==> src/rtl/hazard_stall_ctrl.sv <==
// Pipeline hazard/stall/flush controller with halt drain sequencer (optional stall counter: HAZARD_STALL_CNT_EN).
// Latency: stall/flush outputs combinational from inputs and state; halted rises one cycle after last DRAIN cycle.
// Backpressure: a data-memory wait freezes PC, IF/ID, ID/EX and EX/MEM and defers every other event.
module hazard_stall_ctrl #(
  parameter int DRAIN_CYCLES = 3,
  parameter int CNT_W        = 16
) (
  input  logic             clk,
  input  logic             rst_n,
  input  logic [3:0]       src0_addr_ID,
  input  logic [3:0]       src1_addr_ID,
  input  logic             src0_use_ID,
  input  logic             src1_use_ID,
  input  logic             hlt_ID,
  input  logic [3:0]       dst_addr_EX,
  input  logic             re_mem_EX,
  input  logic             we_rf_EX,
  input  logic             br_taken_EX,
  input  logic             mem_req_MEM,
  input  logic             mem_rdy_MEM,
  output logic             stall_pc,
  output logic             stall_IF_ID,
  output logic             flush_IF_ID,
  output logic             stall_ID_EX,
  output logic             flush_ID_EX,
  output logic             stall_EX_MEM,
  output logic             halted,
  output logic [CNT_W-1:0] stall_cnt
);

  localparam int DW = (DRAIN_CYCLES > 1) ? $clog2(DRAIN_CYCLES) : 1;
  localparam logic [DW-1:0] DRAIN_LOAD = DW'(DRAIN_CYCLES - 1);

  typedef enum logic [1:0] {
    ST_RUN    = 2'd0,
    ST_DRAIN  = 2'd1,
    ST_HALTED = 2'd2
  } state_t;

  state_t        state;
  state_t        state_nxt;
  logic [DW-1:0] drain_cnt;
  logic [DW-1:0] drain_cnt_nxt;

  logic mem_wait;
  logic load_use;
  logic src0_hit;
  logic src1_hit;

  // Raw (pre-reset-gating) control decisions.
  logic spc_c;
  logic sifid_c;
  logic fifid_c;
  logic sidex_c;
  logic fidex_c;
  logic sexmem_c;

  // Hazard detection; R0 is hardwired zero so it never creates a dependency.
  always_comb begin
    mem_wait = mem_req_MEM & ~mem_rdy_MEM;
    src0_hit = src0_use_ID & (src0_addr_ID == dst_addr_EX);
    src1_hit = src1_use_ID & (src1_addr_ID == dst_addr_EX);
    load_use = re_mem_EX & we_rf_EX & (dst_addr_EX != 4'd0) & (src0_hit | src1_hit);
  end

  // State and drain counter registers.
  always_ff @(posedge clk or negedge rst_n) begin
    if (!rst_n) begin
      state     <= ST_RUN;
      drain_cnt <= '0;
    end else begin
      state     <= state_nxt;
      drain_cnt <= drain_cnt_nxt;
    end
  end

  // Next-state and stall/flush decode; memory wait dominates everything.
  always_comb begin
    state_nxt     = state;
    drain_cnt_nxt = drain_cnt;
    spc_c         = 1'b0;
    sifid_c       = 1'b0;
    fifid_c       = 1'b0;
    sidex_c       = 1'b0;
    fidex_c       = 1'b0;
    sexmem_c      = 1'b0;
    case (state)
      ST_RUN: begin
        if (mem_wait) begin
          spc_c    = 1'b1;
          sifid_c  = 1'b1;
          sidex_c  = 1'b1;
          sexmem_c = 1'b1;
        end else if (br_taken_EX) begin
          // Younger instructions are wrong-path; a HLT or load-use among them is dropped.
          fifid_c = 1'b1;
          fidex_c = 1'b1;
        end else if (load_use) begin
          spc_c   = 1'b1;
          sifid_c = 1'b1;
          fidex_c = 1'b1;
        end else if (hlt_ID) begin
          state_nxt     = ST_DRAIN;
          drain_cnt_nxt = DRAIN_LOAD;
        end
      end
      ST_DRAIN: begin
        spc_c   = 1'b1;
        sifid_c = 1'b1;
        if (mem_wait) begin
          // Hold the back end in place; the drain count pauses too.
          sidex_c  = 1'b1;
          sexmem_c = 1'b1;
        end else begin
          fidex_c = 1'b1;
          if (drain_cnt == '0) begin
            state_nxt = ST_HALTED;
          end else begin
            drain_cnt_nxt = drain_cnt - DW'(1);
          end
        end
      end
      ST_HALTED: begin
        spc_c   = 1'b1;
        sifid_c = 1'b1;
        fidex_c = 1'b1;
      end
      default: begin
        state_nxt     = ST_RUN;
        drain_cnt_nxt = '0;
      end
    endcase
  end

  // Outputs forced low while reset is held so the pipeline registers see no stray control.
  always_comb begin
    stall_pc     = rst_n & spc_c;
    stall_IF_ID  = rst_n & sifid_c;
    flush_IF_ID  = rst_n & fifid_c;
    stall_ID_EX  = rst_n & sidex_c;
    flush_ID_EX  = rst_n & fidex_c;
    stall_EX_MEM = rst_n & sexmem_c;
    halted       = (state == ST_HALTED);
  end

`ifdef HAZARD_STALL_CNT_EN
  logic [CNT_W-1:0] cnt_q;

  // Saturating count of PC-stall cycles spent in RUN.
  always_ff @(posedge clk or negedge rst_n) begin
    if (!rst_n) begin
      cnt_q <= '0;
    end else if ((state == ST_RUN) && spc_c && (cnt_q != {CNT_W{1'b1}})) begin
      cnt_q <= cnt_q + CNT_W'(1);
    end
  end

  assign stall_cnt = cnt_q;
`else
  assign stall_cnt = '0;
`endif

endmodule

==> config.mk <==
export PLATFORM = sky130hd
export DESIGN_NAME = hazard_stall_ctrl
export DESIGN_NICKNAME = d
export VERILOG_FILES = /design/src/rtl/hazard_stall_ctrl.sv
export SDC_FILE = /design/constraint.sdc
export NUM_CORES = 1
export LEC_CHECK = 0
export BUFFER_PORTS_ARGS = -buffer_cell sky130_fd_sc_hd__buf_4
export CORE_UTILIZATION = 41
export DETAILED_ROUTE_END_ITERATION = 12
export PLACE_DENSITY = 0.86
export SETUP_SLACK_MARGIN = 0.1
export SLEW_MARGIN = 20
export SYNTH_ARGS = -nofsm -noshare
export SYNTH_HDL_FRONTEND = slang
export SYNTH_SLANG_ARGS = --single-unit
export TNS_END_PERCENT = 20
==> constraint.sdc <==
create_clock -name clk -period 2.34 [get_ports clk]
set_input_delay 0.117 -clock clk [delete_from_list [all_inputs] [get_ports clk]]
set_output_delay 0.117 -clock clk [all_outputs]
set_load 0.03 [all_outputs]
==> key figures <==
Logic synthesis
  • EDFF count, synth: 0
  • Commonest cells in the netlist: buf_4 (18), inv_1 (7), xor2_1 (6), ha_1 (5)
  • Yosys reg bits: 4
  • Synth top area share: roughly a fifth
  • Synth area leaders: buf_4 (20%), dfrtp_1 (15%), ha_1 (9.4%)
  • Post-synthesis sequential area ratio: ~15%
  • Post-synth ARST share: 100%
  • Yosys warns: 0
  • Top cell type by total area after synthesis: buf_4
  • Predominant post-synthesis flop cell: dfrtp_1
  • Mean area per synthesized cell: 8.86 µm²
  • Post-synthesis cell area: ~660 µm²
  • Netlist cell types: 29
  • Cells after synthesis: 75
  • Count leader, synth: buf_4

Global route
  • Largest net degree at the start of global routing: 9
  • Global-route wire length before repair: ~2100 µm
  • Gr usage total: between 10% and 20%
  • Vias in the first global route: 530
  • GRT overflow: 0
  • Initial antenna violation count: 0

Final layout
  • Non-Filler Instances: roughly 120
  • Layout Area Growth over Synthesis: 29.2%
  • Total Nets Final: roughly 130
  • Fill count: 152
  • Seq. cell area: between 100 and 150 µm²
  • Area occupied by multi-input gates: 469 µm²
  • N_diodes: 0
  • Ratio of cells with drive above 1 in the final layout: around two fifths

Drt
  • Post-route ant nets: 0
  • Vias per cell: between 4 and 5
  • Final wirelength: roughly 1300 µm
  • Initial DRC Count: 5
  • # DRC: 0
  • Drt first pass iters: 4
  • Via Count: roughly 570
  • Per-cell routed wire length: approximately 11 µm

Worst setup path
  • Crit path cell chain: inv_2 -> ha_4 -> nand3_1 -> nor2_2 -> and4_4 -> nor2_1 -> a221oi_1 -> buf_4
  • Required time of the critical path: about 2.2 ns
  • Critical path buffer and inverter count: 2
  • Arr. time, crit path: 1.99 ns
  • Critical Path Source: state[0]$_DFFE_PN0P_
  • Largest stage delay, worst path: 0.42 ns
  • Slowest CP cell: dfrtp_1
  • RR Startpoint: state[1]$_DFFE_PN0P_
  • CP Launch Type: flip-flop
  • CP delay by family, top: simple AND/OR/NAND/NOR gates
  • Worst Setup End Kind: primary output
  • Crit path kind: flip-flop to primary output
  • CP max FO: 8

Floorplan
  • Die H: roughly 42 µm
  • Starting Density: between 40 and 50%
  • Die Footprint: 1790 µm²
  • FP Rows: 14
  • Die Span X: between 40 and 50 µm
  • Core Area: approximately 1500 µm²
  • I/O pins: 45

Timing
  • Final min period: between 2 and 2.5 ns
  • Unrepaired setup endpoints after global routing: no
  • Final hold slack: roughly 0.23 ns
  • Final clock skew: 0.00119 ns
  • Finish-stage setup viols: 0
  • FMAX: ~470 MHz
  • Final period util: 90.0%
  • Hold Fails Final Rpt: 0
  • Post-route setup TNS: 0 ns
  • Final Slew Violations: 0

Clock tree
  • Clk_lat worst skew: 0.24 ns
  • H-tree depth: 1
  • CTS tree: built
  • CTS Sinks: 4
  • Total CTS buffers: 3
  • CTS max path bufs: 2
  • Clk slew on worst S/H paths: 0.04 ns
  • Post-CTS setup buffer count: 0
  • Clock root cell: clkbuf_4

Pwr
  • Pleak: 0.438 nW
  • Pwr Total: 0.838 mW
  • PwrDens: around 980 nW/µm²
  • VDD IR max: roughly 0.46 mV

Min path
  • Worst min path class: input port to async pin

Run
  • Max-cap violations: 0

Run status
  • Run status: finished, final reports clean

Placement
  • Hpwl dp: about 1100 µm
  • PortBufs: 28
  • Final Wtd Congestion: a little over 0.7
  • Cell count after placement: 115
[where the power goes]
group	internal [mW]	switching, mW
sequential	0.102	0.0245
clock	0.0574	0.0286
combinational	0.264	0.361
total	0.424	0.414
[final cells by class]
type | count | area share, %
well taps | 16 | 2.33
inverters | 7 | 3.06
flip-flops and latches | 4 | 11.7
clock buffers | 3 | 2.62
repair buffers | 29 | 25.7
multi-input cells | 60 | 54.7
[placed cells by master, fill, tap and decap left out, drive strengths merged, types with 2 or more instances in the layout]
master   count
nor4         2
nand3        2
buf         28
a21oi        4
xnor2        2
inv          7
conb        16
dfrtp        4
xor2         6
ha           5
and4         2
nor2         4
clkbuf       3
a2111oi      2
nor3         2
[worst paths after layout]
kind                                            endpoint  slack [ns]  cells after the start
worst min register to register  drain_cnt[1]$_DFFE_PN0P_        0.52                      2
min in group clk                drain_cnt[1]$_DFFE_PN0P_        0.45                      4
worst max register to register      state[0]$_DFFE_PN0P_        0.48                      6
max in group asynchronous           state[0]$_DFFE_PN0P_        2.00                      2
worst max-delay path                         flush_ID_EX        0.23                      8
worst min-delay path            drain_cnt[0]$_DFFE_PN0P_        0.23                      2
[logic make-up (layout without fill, tap and decap cells)]
kind of cell	Yosys count	after routing	synth area share, %
buffers and inverters	26	39	25.0
and+or+nand+nor	16	16	15.8
AOI/OAI and AO/OA	13	13	20.3
xor gates and xnor gates	8	8	10.5
adders and majority gates	5	5	9.42
DFF	4	4	15.1
muxes	2	2	3.20
other	1	16	0.564
[routing by layer]
| metal | vias up | wire length, µm | GRT usage, % |
|---|---|---|---|
| met4 | 0 | 22 | 8.13 |
| met5 | - | 0 | 0 |
| met1 | 246 | 476 | 16.1 |
| met3 | 3 | 119 | 4.74 |
| li1 | 282 | - | - |
| met2 | 36 | 661 | 28.0 |
[stage by stage]
| stage | utilization, % | setup WS, ns | instance area, µm² |
|---|---|---|---|
| finish | 57.0 | 0.234 | 858 |
| global route | 57.0 | 0.110 | 858 |
| CTS | 56.1 | 0.104 | 846 |
| detailed placement | 53.8 | 0.302 | 811 |
| global placement | 53.8 | 0.389 | 811 |
| floorplan | - | 0.104 | 721 |
[registers in the layout, summed over array words and instances (netlist names)]
register and count:
drain_cnt 2, state 2
[timing repair]
action	4_1_cts	5_1_grt
hold buffers	1	0
setup endpoints to repair	1	3
pin swaps	0	2
resized for setup	1	4
hold endpoints to repair	4	0
Note: power is estimated with default switching activity, not from simulation.
